--- src/rtl/uart_prog_pkg.sv ---
// Shared types and constants for the UART program loader.
// Latency: n/a (types only).
// Backpressure: n/a; the serial source cannot be stalled.
package uart_prog_pkg;

    typedef enum logic [2:0] {
        RX_IDLE,
        RX_START,
        RX_DATA,
        RX_STOP,
        RX_CLEANUP
    } rx_state_t;

    localparam logic [31:0] END_WORD_DEF = 32'h0000_0FFF;
    localparam int          BYTE_CNT_W   = 2;

    // Drop byte b into lane idx of a little-endian 32-bit word.
    function automatic logic [31:0] put_byte(
        input logic [31:0]           w,
        input logic [BYTE_CNT_W-1:0] idx,
        input logic [7:0]            b
    );
        logic [31:0] r;
        r = w;
        r[{idx, 3'b000} +: 8] = b;
        return r;
    endfunction

endpackage

--- src/rtl/uart_rx_8n1.sv ---
// 8N1 UART receiver: 2-flop synchronizer, mid-bit sampling FSM, bit timer.
// Latency: byte_valid ~9.5 bit times + 3 clk after the start edge.
// Backpressure: none; byte_valid/frame_err are single-cycle pulses.
module uart_rx_8n1
    import uart_prog_pkg::*;
#(
    parameter int CLKS_PER_BIT = 347
) (
    input  logic       clk,
    input  logic       rst_n,
    input  logic       rx_serial,
    output logic [7:0] rx_byte,
    output logic       byte_valid,
    output logic       frame_err
);

    localparam int             TMR_W     = $clog2(CLKS_PER_BIT);
    localparam logic [TMR_W-1:0] LAST_BIT  = TMR_W'(CLKS_PER_BIT - 1);
    localparam logic [TMR_W-1:0] LAST_HALF = TMR_W'(CLKS_PER_BIT / 2 - 1);

    rx_state_t        state;
    rx_state_t        state_nxt;
    logic [1:0]       sync_q;
    logic             rx_s;
    logic [TMR_W-1:0] clk_cnt;
    logic [2:0]       bit_idx;
    logic             half_done;
    logic             bit_done;

    logic             tmr_clr;
    logic             shift_en;
    logic             idx_clr;
    logic             valid_set;
    logic             ferr_set;

    // Line idles high, so the synchronizer resets to 1 to avoid a fake start.
    always_ff @(posedge clk or negedge rst_n) begin
        if (!rst_n) begin
            sync_q <= 2'b11;
        end else begin
            sync_q <= {sync_q[0], rx_serial};
        end
    end

    assign rx_s      = sync_q[1];
    assign half_done = (clk_cnt == LAST_HALF);
    assign bit_done  = (clk_cnt == LAST_BIT);

    always_ff @(posedge clk or negedge rst_n) begin
        if (!rst_n) begin
            state <= RX_IDLE;
        end else begin
            state <= state_nxt;
        end
    end

    always_comb begin
        state_nxt = state;
        case (state)
            RX_IDLE: begin
                if (!rx_s) state_nxt = RX_START;
            end
            RX_START: begin
                if (half_done) state_nxt = rx_s ? RX_IDLE : RX_DATA;
            end
            RX_DATA: begin
                if (bit_done && (bit_idx == 3'd7)) state_nxt = RX_STOP;
            end
            RX_STOP: begin
                if (bit_done) state_nxt = RX_CLEANUP;
            end
            RX_CLEANUP: begin
                state_nxt = RX_IDLE;
            end
            default: begin
                state_nxt = RX_IDLE;
            end
        endcase
    end

    always_comb begin
        tmr_clr   = 1'b1;
        shift_en  = 1'b0;
        idx_clr   = 1'b0;
        valid_set = 1'b0;
        ferr_set  = 1'b0;
        case (state)
            RX_START: begin
                tmr_clr = half_done;
                idx_clr = 1'b1;
            end
            RX_DATA: begin
                tmr_clr  = bit_done;
                shift_en = bit_done;
            end
            RX_STOP: begin
                tmr_clr   = bit_done;
                valid_set = bit_done & rx_s;
                ferr_set  = bit_done & ~rx_s;
            end
            default: begin
                tmr_clr = 1'b1;
            end
        endcase
    end

    always_ff @(posedge clk or negedge rst_n) begin
        if (!rst_n) begin
            clk_cnt    <= '0;
            bit_idx    <= '0;
            rx_byte    <= '0;
            byte_valid <= 1'b0;
            frame_err  <= 1'b0;
        end else begin
            clk_cnt    <= tmr_clr ? '0 : clk_cnt + 1'b1;
            byte_valid <= valid_set;
            frame_err  <= ferr_set;
            if (idx_clr) begin
                bit_idx <= '0;
            end else if (shift_en) begin
                bit_idx <= bit_idx + 3'd1;
            end
            if (shift_en) begin
                rx_byte[bit_idx] <= rx_s;
            end
        end
    end

endmodule

--- src/rtl/uart_prog_loader.sv ---
// UART program loader: packs bytes LE into words, writes imem, releases core on END_WORD.
// Latency: mem_we one clk after the 4th byte's byte_valid.
// Backpressure: none; memory write is a fire-and-forget strobe, excess words flag overflow.
module uart_prog_loader
    import uart_prog_pkg::*;
#(
    parameter int          CLKS_PER_BIT = 347,
    parameter int          ADDR_WIDTH   = 10,
    parameter logic [31:0] END_WORD     = END_WORD_DEF
) (
    input  logic                  clk,
    input  logic                  rst_n,
    input  logic                  rx_serial,
    output logic                  ready_o,
    output logic                  mem_we,
    output logic [ADDR_WIDTH-1:0] mem_addr,
    output logic [31:0]           mem_wdata,
    output logic                  prog_done,
    output logic                  core_rst_n,
    output logic                  frame_err,
    output logic                  overflow
);

    logic [7:0]            rx_byte;
    logic                  byte_valid;
    logic                  rx_ferr;

    logic                  ready_q;
    logic [BYTE_CNT_W-1:0] byte_cnt;
    logic [31:0]           word_buf;
    logic [31:0]           full_word;
    logic [ADDR_WIDTH-1:0] wr_ptr;
    logic                  mem_full;
    logic                  accept;
    logic                  word_done;

    uart_rx_8n1 #(
        .CLKS_PER_BIT(CLKS_PER_BIT)
    ) u_rx (
        .clk       (clk),
        .rst_n     (rst_n),
        .rx_serial (rx_serial),
        .rx_byte   (rx_byte),
        .byte_valid(byte_valid),
        .frame_err (rx_ferr)
    );

    // Once loaded, the receiver keeps running but its bytes are ignored.
    assign accept    = byte_valid & ~prog_done;
    assign word_done = accept & (byte_cnt == {BYTE_CNT_W{1'b1}});
    assign full_word = put_byte(word_buf, byte_cnt, rx_byte);

    always_ff @(posedge clk or negedge rst_n) begin
        if (!rst_n) begin
            ready_q   <= 1'b0;
            byte_cnt  <= '0;
            word_buf  <= '0;
            wr_ptr    <= '0;
            mem_full  <= 1'b0;
            mem_we    <= 1'b0;
            mem_addr  <= '0;
            mem_wdata <= '0;
            prog_done <= 1'b0;
            overflow  <= 1'b0;
        end else begin
            ready_q <= 1'b1;
            mem_we  <= 1'b0;
            if (accept) begin
                word_buf <= full_word;
                byte_cnt <= byte_cnt + 1'b1;
            end
            if (word_done) begin
                if (full_word == END_WORD) begin
                    prog_done <= 1'b1;
                end else if (!mem_full) begin
                    mem_we    <= 1'b1;
                    mem_addr  <= wr_ptr;
                    mem_wdata <= full_word;
                    // Saturate at the top address instead of wrapping over code.
                    if (wr_ptr == {ADDR_WIDTH{1'b1}}) begin
                        mem_full <= 1'b1;
                    end else begin
                        wr_ptr <= wr_ptr + 1'b1;
                    end
                end else begin
                    overflow <= 1'b1;
                end
            end
        end
    end

    assign ready_o    = ready_q & ~prog_done;
    assign core_rst_n = prog_done;
    assign frame_err  = rx_ferr;

endmodule

--- config.mk ---
export PLATFORM = sky130hd
export DESIGN_NAME = uart_prog_loader
export DESIGN_NICKNAME = d
export VERILOG_FILES = /design/src/rtl/uart_prog_pkg.sv /design/src/rtl/uart_rx_8n1.sv /design/src/rtl/uart_prog_loader.sv
export SDC_FILE = /design/constraint.sdc
export NUM_CORES = 1
export LEC_CHECK = 0
export ABC_AREA = 1
export BUFFER_PORTS_ARGS = -buffer_cell sky130_fd_sc_hd__buf_4
export CAP_MARGIN = 30
export CORE_ASPECT_RATIO = 0.5
export CORE_UTILIZATION = 25
export CTS_CLUSTER_SIZE = 12
export DETAILED_ROUTE_END_ITERATION = 7
export GPL_TIMING_DRIVEN = 0
export SLEW_MARGIN = 20
export SYNTH_ARGS = -nofsm -noshare
export SYNTH_HDL_FRONTEND = slang
export SYNTH_HIERARCHICAL = 1
export SYNTH_SLANG_ARGS = --single-unit
--- constraint.sdc ---
create_clock -name clk -period 6.6 [get_ports clk]
set_clock_uncertainty 0.1 [all_clocks]
set_input_delay 0.99 -clock clk [delete_from_list [all_inputs] [get_ports clk]]
set_output_delay 0.99 -clock clk [all_outputs]
set_load 0.02 [all_outputs]
==> results.txt <==
pwr dens - 235.3 nW/um^2
Starting Density - 25.80%
minimum clock period - 2.976 ns
Syn. warnings - 6
NumNets Final - 849
unique cell type count in the Yosys netlist - 31
placed insts - 1123
initial drt markers - 368
CP endpoint kind - flip-flop
Post-synth ARST share - 100.0%
Lkg Pwr - 0.003661 uW
Residual DRC - 2
Core Area - 23130 sq um
syn nets - 779
die width - 220.5 um
number of global-route vias before repair - 5060
clk sinks - 118
die height - 111.3 um
I/O Pins - 51
CTS tree - built
WL per Instance - 12.92 um
CTS Buf Count - 17
share of layout cells above drive strength 1 - 14.98%
max-slew violations - 0
initial antenna violation count - 0
Fin. Hold Viols - 0
hold_buf cts - 0
Fin Setup TNS - 0 ns
GRT Util Overall - 13.20%
GRT overflow - 0
Setup violations, final - 0
Cell Count, Final, Fillers Out - 1155
Post-DP HPWL - 10.91 mm
Post-Route Utilization - 31.96%
Post-Syn Area - 5968 sq um
buffer count from post-CTS setup fixing - 0
I/O Buffers - 50
Root Buffer - clkbuf_16
Relative slew margins - 62.31%
number of antenna diodes - 0
Die ar. - 24530 sq um
Synth Register Bits - 118
synth cell count leaders - 248 x nand2_1, 116 x dfrtp_1, 83 x nor2_1
area delta synth->final - 23.88%
max_cap viols - 0
Post-synth EDFFs - 0
WL final - 14.92 mm
Post-CTS Resized - 0
Tot Pwr - 1739 uW
Setup CP Type - reg2reg
worst-path maximum fanout - 10
RSZ-0062 raised after global routing - false
sequential-to-total area share from yosys stat - 49.52%
largest net degree at the start of global routing - 61
cell taking the most area after synthesis - dfrtp_1
std cell rows - 39
Synth top area share - 48.64%
TritonRoute pass-1 iters - 7
vias per cell - 4.481
Mapped Cells - 765
Final Wtd Congestion - 0.9368
WP data required - 6.80 ns
register clock-pin slew on the reported worst setup and hold paths - 0.06 ns
cell with the most instances after synthesis - nand2_1
final worst-path cycle share - 45.09%
worst vdd ir - 0.1479 mV
failing checks - DRC
clk_lat worst skew - 0.42 ns
CP Data Arrival Time - 3.18 ns
top cells by area, synth - dfrtp_1 49%, nand2_1 16%, nand3_1 5.3%
Max Buffers Root-to-Sink - 2
CTS H-tree lvls - 4
maximum clock rate - 336.0 MHz
status - complete, but fails checks
Post-DRT Antenna Nets - 0
Synth Flop Type - dfrtp_1
minimum hold slack - 0.2545 ns
Vias - 5176
first-pass GRT wire length - 25.80 mm
CP Launch Type - flip-flop
worst-margin pin slew - 0.5654 ns
type of the most critical hold path - reg2reg
Mapped Avg Cell Area - 7.802 sq um
fill cell total of the finished layout - 2449
-- report_power, final --
group | total, uW | switching [uW] | internal, uW
logic | 19.7 | 16.2 | 3.48
clock network | 994 | 342 | 652
registers | 726 | 0.400 | 725
-- metal layers --
layer  vias to the layer above  global-route usage (%)  part of all wire [%]
met4                         0                   4.018                   1.2
met5                         -                       0                     0
met2                       109                   20.52                    47
met1                      2503                   18.22                    47
li1                       2552                       -                     -
met3                        12                   2.853                   5.3
-- flip-flops by register name, summed over array words and instances, names as in the netlist, 2 cells and up --
name          count
mem_wdata        32
word_buf         32
mem_addr         10
wr_ptr           10
u_rx/clk_cnt      9
u_rx/rx_byte      8
u_rx/bit_idx      3
u_rx/state        3
byte_cnt          2
u_rx/sync_q       2
-- cells in the final DEF (no fill, tap or decap), drive strengths merged --
cell	instances
nand2	258
nand4	18
o22ai	2
clkbuf	31
xor2	10
dfstp	2
xnor2	2
clkinvlp	3
o21ai	52
nand3b	12
a21oi	1
buf	69
nand3	67
clkinv	5
ha	11
nor2	91
o21a	2
dfrtp	116
bufinv	4
o21bai	1
conb	1
nor3	8
inv	82
-- worst paths after layout --
path                            slack, ns              to           start  depth (start not counted)
worst max-delay path                 3.62    mem_wdata[8]     byte_cnt[0]                         14
worst min-delay path                 0.25  u_rx/sync_q[1]  u_rx/sync_q[0]                          0
worst max register to register       3.62    mem_wdata[8]     byte_cnt[0]                         14
worst min register to register       0.25  u_rx/sync_q[1]  u_rx/sync_q[0]                          0
max in group asynchronous            5.21  u_rx/sync_q[0]           rst_n                          2
min in group asynchronous            0.45     mem_addr[0]           rst_n                          1
-- cell type report --
class	instances	area, sq um	share of cell area (%)
tap	307	384.1	5.195
buffer	28	171.4	2.318
clock buffer	21	460.4	6.228
multi-input combinational	536	2530	34.22
inverter	83	311.5	4.214
clock inverter	11	173.9	2.352
timing repair buffer	51	406.6	5.500
sequential	118	2955	39.97
-- worst max-delay path: stages (launching register included) --
cell	delay (ns)
dfrtp_1	0.41
buf_4	0.21
inv_1	0.11
ha_1	0.38
nor2_4	0.22
nand3_1	0.11
o21ai_0	0.16
nand2_1	0.09
nor2_1	0.10
nand2_1	0.12
nor2_1	0.15
nand3_2	0.20
buf_2	0.27
nand3_1	0.14
nand2_1	0.07
-- logic make-up after synthesis --
kind of cell / count (synthesis) / share of synthesized area, %
simple gates: 454 / 33.23
flops: 118 / 49.52
compound gates: 58 / 5.031
xor+xnor: 12 / 1.761
other cells: 1 / 0.06283
fa+ha+maj: 11 / 2.306
buf+inv: 111 / 8.092
-- per-stage QoR --
step	cell area, sq um	setup WS (ns)
global route	7393	3.311
CTS	7393	3.626
floorplan	5968	4.191
detailed placement	6759	3.643
finish	7393	3.624
global placement	6728	3.659
Power figures use the tool's default switching activity.
